--- src/rtl/red_detect_pkg.sv ---
// Shared definitions for the red span extraction path.
//   COORD_W         width of a column coordinate
//   NO_HIT_DEFAULT  coordinate value published for a frame with no qualified run
//   COORD_MAX       starting value of the per-frame leftmost-column accumulator
//   state_t         scan control states
package red_detect_pkg;

    localparam int unsigned COORD_W = 10;

    localparam logic [COORD_W-1:0] NO_HIT_DEFAULT = '0;
    localparam logic [COORD_W-1:0] COORD_MAX      = '1;

    typedef enum logic [0:0] {
        IDLE = 1'b0,
        SCAN = 1'b1
    } state_t;

endpackage

--- src/rtl/red_span_extractor_if.sv ---
// Pixel-stream and result bundle of red_span_extractor.
//   frame_start, line_start  one-cycle frame / line markers
//   pix_valid, pix_red       pixel qualifier and red classification
//   Data_out_A, Data_out_B   leftmost / rightmost qualified red column
//   found, coord_valid       frame had a hit / one-cycle publish strobe
// master: pixel source and result consumer; slave: the extractor.
interface red_span_extractor_if;
    import red_detect_pkg::*;

    logic               frame_start;
    logic               line_start;
    logic               pix_valid;
    logic               pix_red;
    logic [COORD_W-1:0] Data_out_A;
    logic [COORD_W-1:0] Data_out_B;
    logic               found;
    logic               coord_valid;

    modport master (
        output frame_start, line_start, pix_valid, pix_red,
        input  Data_out_A, Data_out_B, found, coord_valid
    );

    modport slave (
        input  frame_start, line_start, pix_valid, pix_red,
        output Data_out_A, Data_out_B, found, coord_valid
    );

endinterface

--- src/rtl/red_run_filter.sv ---
// Consecutive-red run counter.
//   clk, rst_n  clock, asynchronous active-low reset
//   clear       start of line or frame; the current pixel begins a new run
//   pix_valid   pixel present this cycle (counter holds otherwise)
//   pix_red     pixel classified red
//   qualify     this pixel is the MIN_RUN-th consecutive red pixel
//   run_cont    this pixel extends an already qualified run
module red_run_filter #(
    parameter int unsigned MIN_RUN = 4
) (
    input  logic clk,
    input  logic rst_n,
    input  logic clear,
    input  logic pix_valid,
    input  logic pix_red,
    output logic qualify,
    output logic run_cont
);

    localparam logic [3:0] RUN_SAT = 4'(MIN_RUN);

    logic [3:0] run_q;
    logic [3:0] run_d;
    logic [3:0] run_cur;

    always_comb begin
        // A clear applies to the pixel in the same cycle, so runs never span lines.
        run_cur  = clear ? '0 : run_q;
        run_d    = run_cur;
        qualify  = 1'b0;
        run_cont = 1'b0;
        if (pix_valid) begin
            if (pix_red) begin
                if (run_cur == RUN_SAT) begin
                    run_cont = 1'b1;
                end else begin
                    run_d   = run_cur + 4'd1;
                    qualify = (run_cur == RUN_SAT - 4'd1);
                end
            end else begin
                run_d = '0;
            end
        end
    end

    always_ff @(posedge clk or negedge rst_n) begin
        if (!rst_n) begin
            run_q <= '0;
        end else begin
            run_q <= run_d;
        end
    end

endmodule

--- src/rtl/red_span_extractor.sv ---
// Reduces a frame's red-pixel stream to the leftmost and rightmost columns of
// qualified red runs, published once per frame on the next frame_start.
//   CLK, RST_N  clock, asynchronous active-low reset
//   bus         slave side of red_span_extractor_if (pixel stream in, results out)
module red_span_extractor
    import red_detect_pkg::*;
#(
    parameter int unsigned        H_ACTIVE = 640,
    parameter int unsigned        MIN_RUN  = 4,
    parameter logic [COORD_W-1:0] NO_HIT   = NO_HIT_DEFAULT
) (
    input  logic                 CLK,
    input  logic                 RST_N,
    red_span_extractor_if.slave  bus
);

    localparam logic [COORD_W-1:0] X_LAST = COORD_W'(H_ACTIVE - 1);
    localparam logic [COORD_W-1:0] RUN_M1 = COORD_W'(MIN_RUN - 1);

    state_t             state_q, state_d;
    logic [COORD_W-1:0] x_q, x_d, x_cur;
    logic [COORD_W-1:0] min_q, min_d, min_base, run_left;
    logic [COORD_W-1:0] max_q, max_d, max_base;
    logic               hit_q, hit_d, hit_base;
    logic [COORD_W-1:0] a_q, a_d;
    logic [COORD_W-1:0] b_q, b_d;
    logic               found_q, found_d;
    logic               cv_q, cv_d;
    logic               clear;
    logic               qualify;
    logic               run_cont;

    assign clear = bus.frame_start | bus.line_start;

    red_run_filter #(
        .MIN_RUN (MIN_RUN)
    ) u_run_filter (
        .clk       (CLK),
        .rst_n     (RST_N),
        .clear     (clear),
        .pix_valid (bus.pix_valid),
        .pix_red   (bus.pix_red),
        .qualify   (qualify),
        .run_cont  (run_cont)
    );

    always_comb begin
        state_d = bus.frame_start ? SCAN : state_q;

        x_cur = clear ? '0 : x_q;
        x_d   = x_cur;
        if (bus.pix_valid && (x_cur != X_LAST)) begin
            x_d = x_cur + COORD_W'(1);
        end

        // A pixel in the frame_start cycle already belongs to the new frame,
        // so it accumulates onto freshly initialised values.
        min_base = bus.frame_start ? COORD_MAX : min_q;
        max_base = bus.frame_start ? '0        : max_q;
        hit_base = bus.frame_start ? 1'b0      : hit_q;
        min_d    = min_base;
        max_d    = max_base;
        hit_d    = hit_base;
        run_left = x_cur - RUN_M1;
        if ((state_q == SCAN) || bus.frame_start) begin
            if (qualify) begin
                hit_d = 1'b1;
                if (run_left < min_base) begin
                    min_d = run_left;
                end
            end
            if ((qualify || run_cont) && (x_cur > max_base)) begin
                max_d = x_cur;
            end
        end

        // The latch uses the pre-edge accumulators of the completed frame.
        cv_d    = bus.frame_start && (state_q == SCAN);
        a_d     = a_q;
        b_d     = b_q;
        found_d = found_q;
        if (cv_d) begin
            a_d     = hit_q ? min_q : NO_HIT;
            b_d     = hit_q ? max_q : NO_HIT;
            found_d = hit_q;
        end
    end

    always_ff @(posedge CLK or negedge RST_N) begin
        if (!RST_N) begin
            state_q <= IDLE;
            x_q     <= '0;
            min_q   <= '0;
            max_q   <= '0;
            hit_q   <= 1'b0;
            a_q     <= NO_HIT;
            b_q     <= NO_HIT;
            found_q <= 1'b0;
            cv_q    <= 1'b0;
        end else begin
            state_q <= state_d;
            x_q     <= x_d;
            min_q   <= min_d;
            max_q   <= max_d;
            hit_q   <= hit_d;
            a_q     <= a_d;
            b_q     <= b_d;
            found_q <= found_d;
            cv_q    <= cv_d;
        end
    end

    assign bus.Data_out_A  = a_q;
    assign bus.Data_out_B  = b_q;
    assign bus.found       = found_q;
    assign bus.coord_valid = cv_q;

endmodule

--- src/flat_wrapper.sv ---
// flat-port wrapper written by rule: the top's interface ports become plain ports
module red_span_extractor_flat import red_detect_pkg::*;
#(
    parameter int unsigned        H_ACTIVE = 640,
    parameter int unsigned        MIN_RUN  = 4,
    parameter logic [COORD_W-1:0] NO_HIT   = NO_HIT_DEFAULT
)
  (CLK, RST_N, bus_frame_start, bus_line_start, bus_pix_valid, bus_pix_red, bus_Data_out_A, bus_Data_out_B, bus_found, bus_coord_valid);
  red_span_extractor_if bus_i ();
  input  logic CLK;
  input  logic RST_N;
  input wire logic [$bits(bus_i.frame_start)-1:0] bus_frame_start;
  input wire logic [$bits(bus_i.line_start)-1:0] bus_line_start;
  input wire logic [$bits(bus_i.pix_valid)-1:0] bus_pix_valid;
  input wire logic [$bits(bus_i.pix_red)-1:0] bus_pix_red;
  output wire logic [$bits(bus_i.Data_out_A)-1:0] bus_Data_out_A;
  output wire logic [$bits(bus_i.Data_out_B)-1:0] bus_Data_out_B;
  output wire logic [$bits(bus_i.found)-1:0] bus_found;
  output wire logic [$bits(bus_i.coord_valid)-1:0] bus_coord_valid;
  assign bus_i.frame_start = bus_frame_start;
  assign bus_i.line_start = bus_line_start;
  assign bus_i.pix_valid = bus_pix_valid;
  assign bus_i.pix_red = bus_pix_red;
  assign bus_Data_out_A = bus_i.Data_out_A;
  assign bus_Data_out_B = bus_i.Data_out_B;
  assign bus_found = bus_i.found;
  assign bus_coord_valid = bus_i.coord_valid;
  red_span_extractor #(.H_ACTIVE(H_ACTIVE), .MIN_RUN(MIN_RUN), .NO_HIT(NO_HIT)) u_core (.CLK(CLK), .RST_N(RST_N), .bus(bus_i));
endmodule
--- config.mk ---
export PLATFORM = sky130hd
export DESIGN_NAME = red_span_extractor_flat
export DESIGN_NICKNAME = d
export VERILOG_FILES = /design/src/rtl/red_detect_pkg.sv /design/src/rtl/red_span_extractor_if.sv /design/src/rtl/red_run_filter.sv /design/src/rtl/red_span_extractor.sv /design/src/flat_wrapper.sv
export SDC_FILE = /design/constraint.sdc
export NUM_CORES = 1
export LEC_CHECK = 0
export ABC_AREA = 1
export CAP_MARGIN = 15
export CORE_MARGIN = 1
export CORE_UTILIZATION = 45
export CTS_CLUSTER_DIAMETER = 200
export DETAILED_ROUTE_END_ITERATION = 7
export PLACE_DENSITY = 0.67
export SLEW_MARGIN = 20
export SYNTH_ARGS = -nofsm -noshare
export SYNTH_HDL_FRONTEND = slang
export SYNTH_SLANG_ARGS = --single-unit
--- constraint.sdc ---
create_clock -name CLK -period 2.24 [get_ports CLK]
set_clock_uncertainty 0.2 [all_clocks]
set_input_delay 0.336 -clock CLK [delete_from_list [all_inputs] [get_ports CLK]]
set_output_delay 0.336 -clock CLK [all_outputs]
set_load 0.1 [all_outputs]
==> reports/results.ini <==
[clock_tree]
root_buffer=clkbuf_8
clk_pin_slew_ps=70
cts_sinks=58
clk_latency_ps=350
cts_buffers=9
cts_tree=done
clock_path_buffers=2
htree_levels=3

[grt]
grtUsageMet2_pct=39.8
grt_pass1_vias=3348
antenna_found_initial=0
grt_util_met3_pct=4.10
grt.busiest_layer=met2
grt-ovfl-total=0
grt_max_degree=38
track_usage_pct=24.8
grtUsageMet1_pct=32.4
grt_first_pass_wirelength_um=16000

[detailed_routing]
drc=0
vias=3604
ant_nets=0
avgViaCountPerCell=5.03
drt_pass1_iterations=5
wl_per_cell_um=14.6
drt_iter0_drc=194
wl_um=10500

[logic_synthesis]
yosysUniqueCellTypes=34
synth_top_area_share_pct=40.2
syn_area_per_cell_um2=7.40
syn_area_um2=3610
syn-num-nets=514
yosysTopAreaCell=dfrtp_1
yosysWarnings=0
synthTopCellsByArea=dfrtp_1, nand2_1, ha_1
synth-seq-cells=58
syn_inst=488
ys_seq_area_share_pct=40.2

[worst_setup_path]
crit_chain=o21ai_2, nand2_2, nor2_4, nand3_2, nand2_2, inv_2, ha_4, nand2_4, nor2_4, nand3_4, inv_2, nand2_4, nand3_4, buf_6, nand2_2, nand3_2, nand2_1
crit_required_ps=2290
worst_path_max_delay_cell=dfrtp_1
crit_fanout=7
critPathArrivalTime_ps=2620
path_common_cell=nand2_2
slowest_delay_ps=420
regToRegSetupSlack_ps=-340
worst-setup-path-type=reg2reg
crit_path_end_kind=flip-flop
start_kind=flip-flop

[floorplanning]
row_count=32
die_area_um2=8390
initial_core_util_pct=46.7
core_area_um2=7730
die_y_um=91.6
die_w_um=91.6
pin_count=28

[final_layout]
nets=635
antennaDiodeCount=0
drive_gt1_share_pct=41.9
fillers=581
post-route-util_pct=69.1
multi_input_area_um2=2270
layout_commonest_cell=nand2_1
seqCellArea_um2=1450
area_growth_pct=47.7
layout_common_cells=nand2_1, buf_4, dfrtp_1, inv_1, nor2_1

[place]
post-dp-hpwl_um=6750
portBuffers=27
place_congestion=0.887

[power]
total_power_uw=2360
power_density_nw_per_um2=442
vdd.ir_drop.worst_mv=0.268
leakagePower_uw=0.00264

[sta]
hold_violations=0
worst_pin_slew_ps=507
max_freq_mhz=388
worst_slack_ps=-336
drv_slew=0
fin_crit_sh_pct=115
slew_headroom_pct=66.2
setup_viol=12
period_needed_ps=2580
rsz0062_at_grt=yes

[hold_path]
hp-class=in2async

[status]
status=finished, violations left
failed_checks=negative setup slack

[run]
drv_cap=0

## final cells by class
class | count | share of cell area [%]
Clock buffer | 11 | 2.65
Tap cell | 102 | 2.39
Clock inverter | 5 | 1.45
Sequential cell | 58 | 27.2
Multi-Input combinational cell | 349 | 42.6
Timing Repair Buffer | 124 | 18.9
Inverter | 67 | 4.76
## where the power goes
| part | leakage [uW] | internal (uW) | total, uW | switching, uW |
|---|---|---|---|---|
| clock network | 0.000109 | 653 | 1110 | 452 |
| registers | 0.000745 | 1050 | 1060 | 4.50 |
| logic | 0.00178 | 74.9 | 198 | 124 |
## cell families after synthesis
family                   count (synthesis)  synth area share (%)
AND/OR/NAND/NOR                        272                  34.6
AO/OA/AOI/OAI                           52                  7.52
flip-flops                              58                  40.2
buffers and inverters                   81                  9.53
adder cells (fa/ha/maj)                 20                  6.93
XOR/XNOR                                 5                  1.21
## stage by stage
stage	setup WS, ps	instances	setup TNS (ps)	hold WS (ps)	instance area, um2
floorplan	-227	488	-2090	-160	3700
global placement	-794	671	-16790	129	4480
detailed placement	-838	671	-18810	131	4480
CTS	-208	703	-1800	290	4960
global route	-432	716	-4770	314	5340
finish	-336	716	-2790	278	5340
## critical path, delay by kind of cell (launching register included)
family	cells	cell delay (ps)
adder cells (fa/ha/maj)	1	270
AND/OR/NAND/NOR	12	1150
buffers and inverters	3	250
flip-flops	1	420
AO/OA/AOI/OAI	1	190
## layer usage
layer  vias to the layer above  wire (um)
li1                       1774          -
met4                         0        328
met1                      1698       4600
met3                        28        364
met5                         -          0
met2                       104       5170
## final timing paths
path	start	endpoint	cells past startpoint
max in group asynchronous	RST_N	u_core.x_q[3]	3
worst min-delay path	RST_N	u_core.bus.Data_out_A[7]	2
min in group CLK	u_core.bus.Data_out_B[5]	u_core.bus.Data_out_B[5]	2
worst min register to register	u_core.bus.Data_out_B[5]	u_core.bus.Data_out_B[5]	2
worst max-delay path	u_core.x_q[4]	u_core.min_q[2]	17
worst max register to register	u_core.x_q[4]	u_core.min_q[2]	17
## timing repair
action / CTS / global route
hold endpoints to repair: 21 / 0
setup endpoints to repair: 22 / 20
hold buffers: 1 / 0
pin swaps: 37 / 46
cloned: 0 / 1
resized for setup: 46 / 70
buffers inserted: 15 / 13
## sequential cells by signal, indices dropped and copies added (netlist names), 4 cells and up
register / cells
u_core.bus.Data_out_A: 10
u_core.bus.Data_out_B: 10
u_core.max_q: 10
u_core.min_q: 10
u_core.u_run_filter.run_q: 4
u_core.x_q: 10
## synthesized netlist by cell type (all sizes together)
library cell    n
inv            67
dfrtp          58
nor3            3
a21oi          10
o22ai           2
xnor2           1
xor2            4
buf             8
ha             20
or2             1
nand2         170
nand4           2
and2            1
nor2           55
a31oi           1
o21ai          38
clkbuf          6
a22o            1
nand3          40
Note: power is estimated with default switching activity, not from simulation.
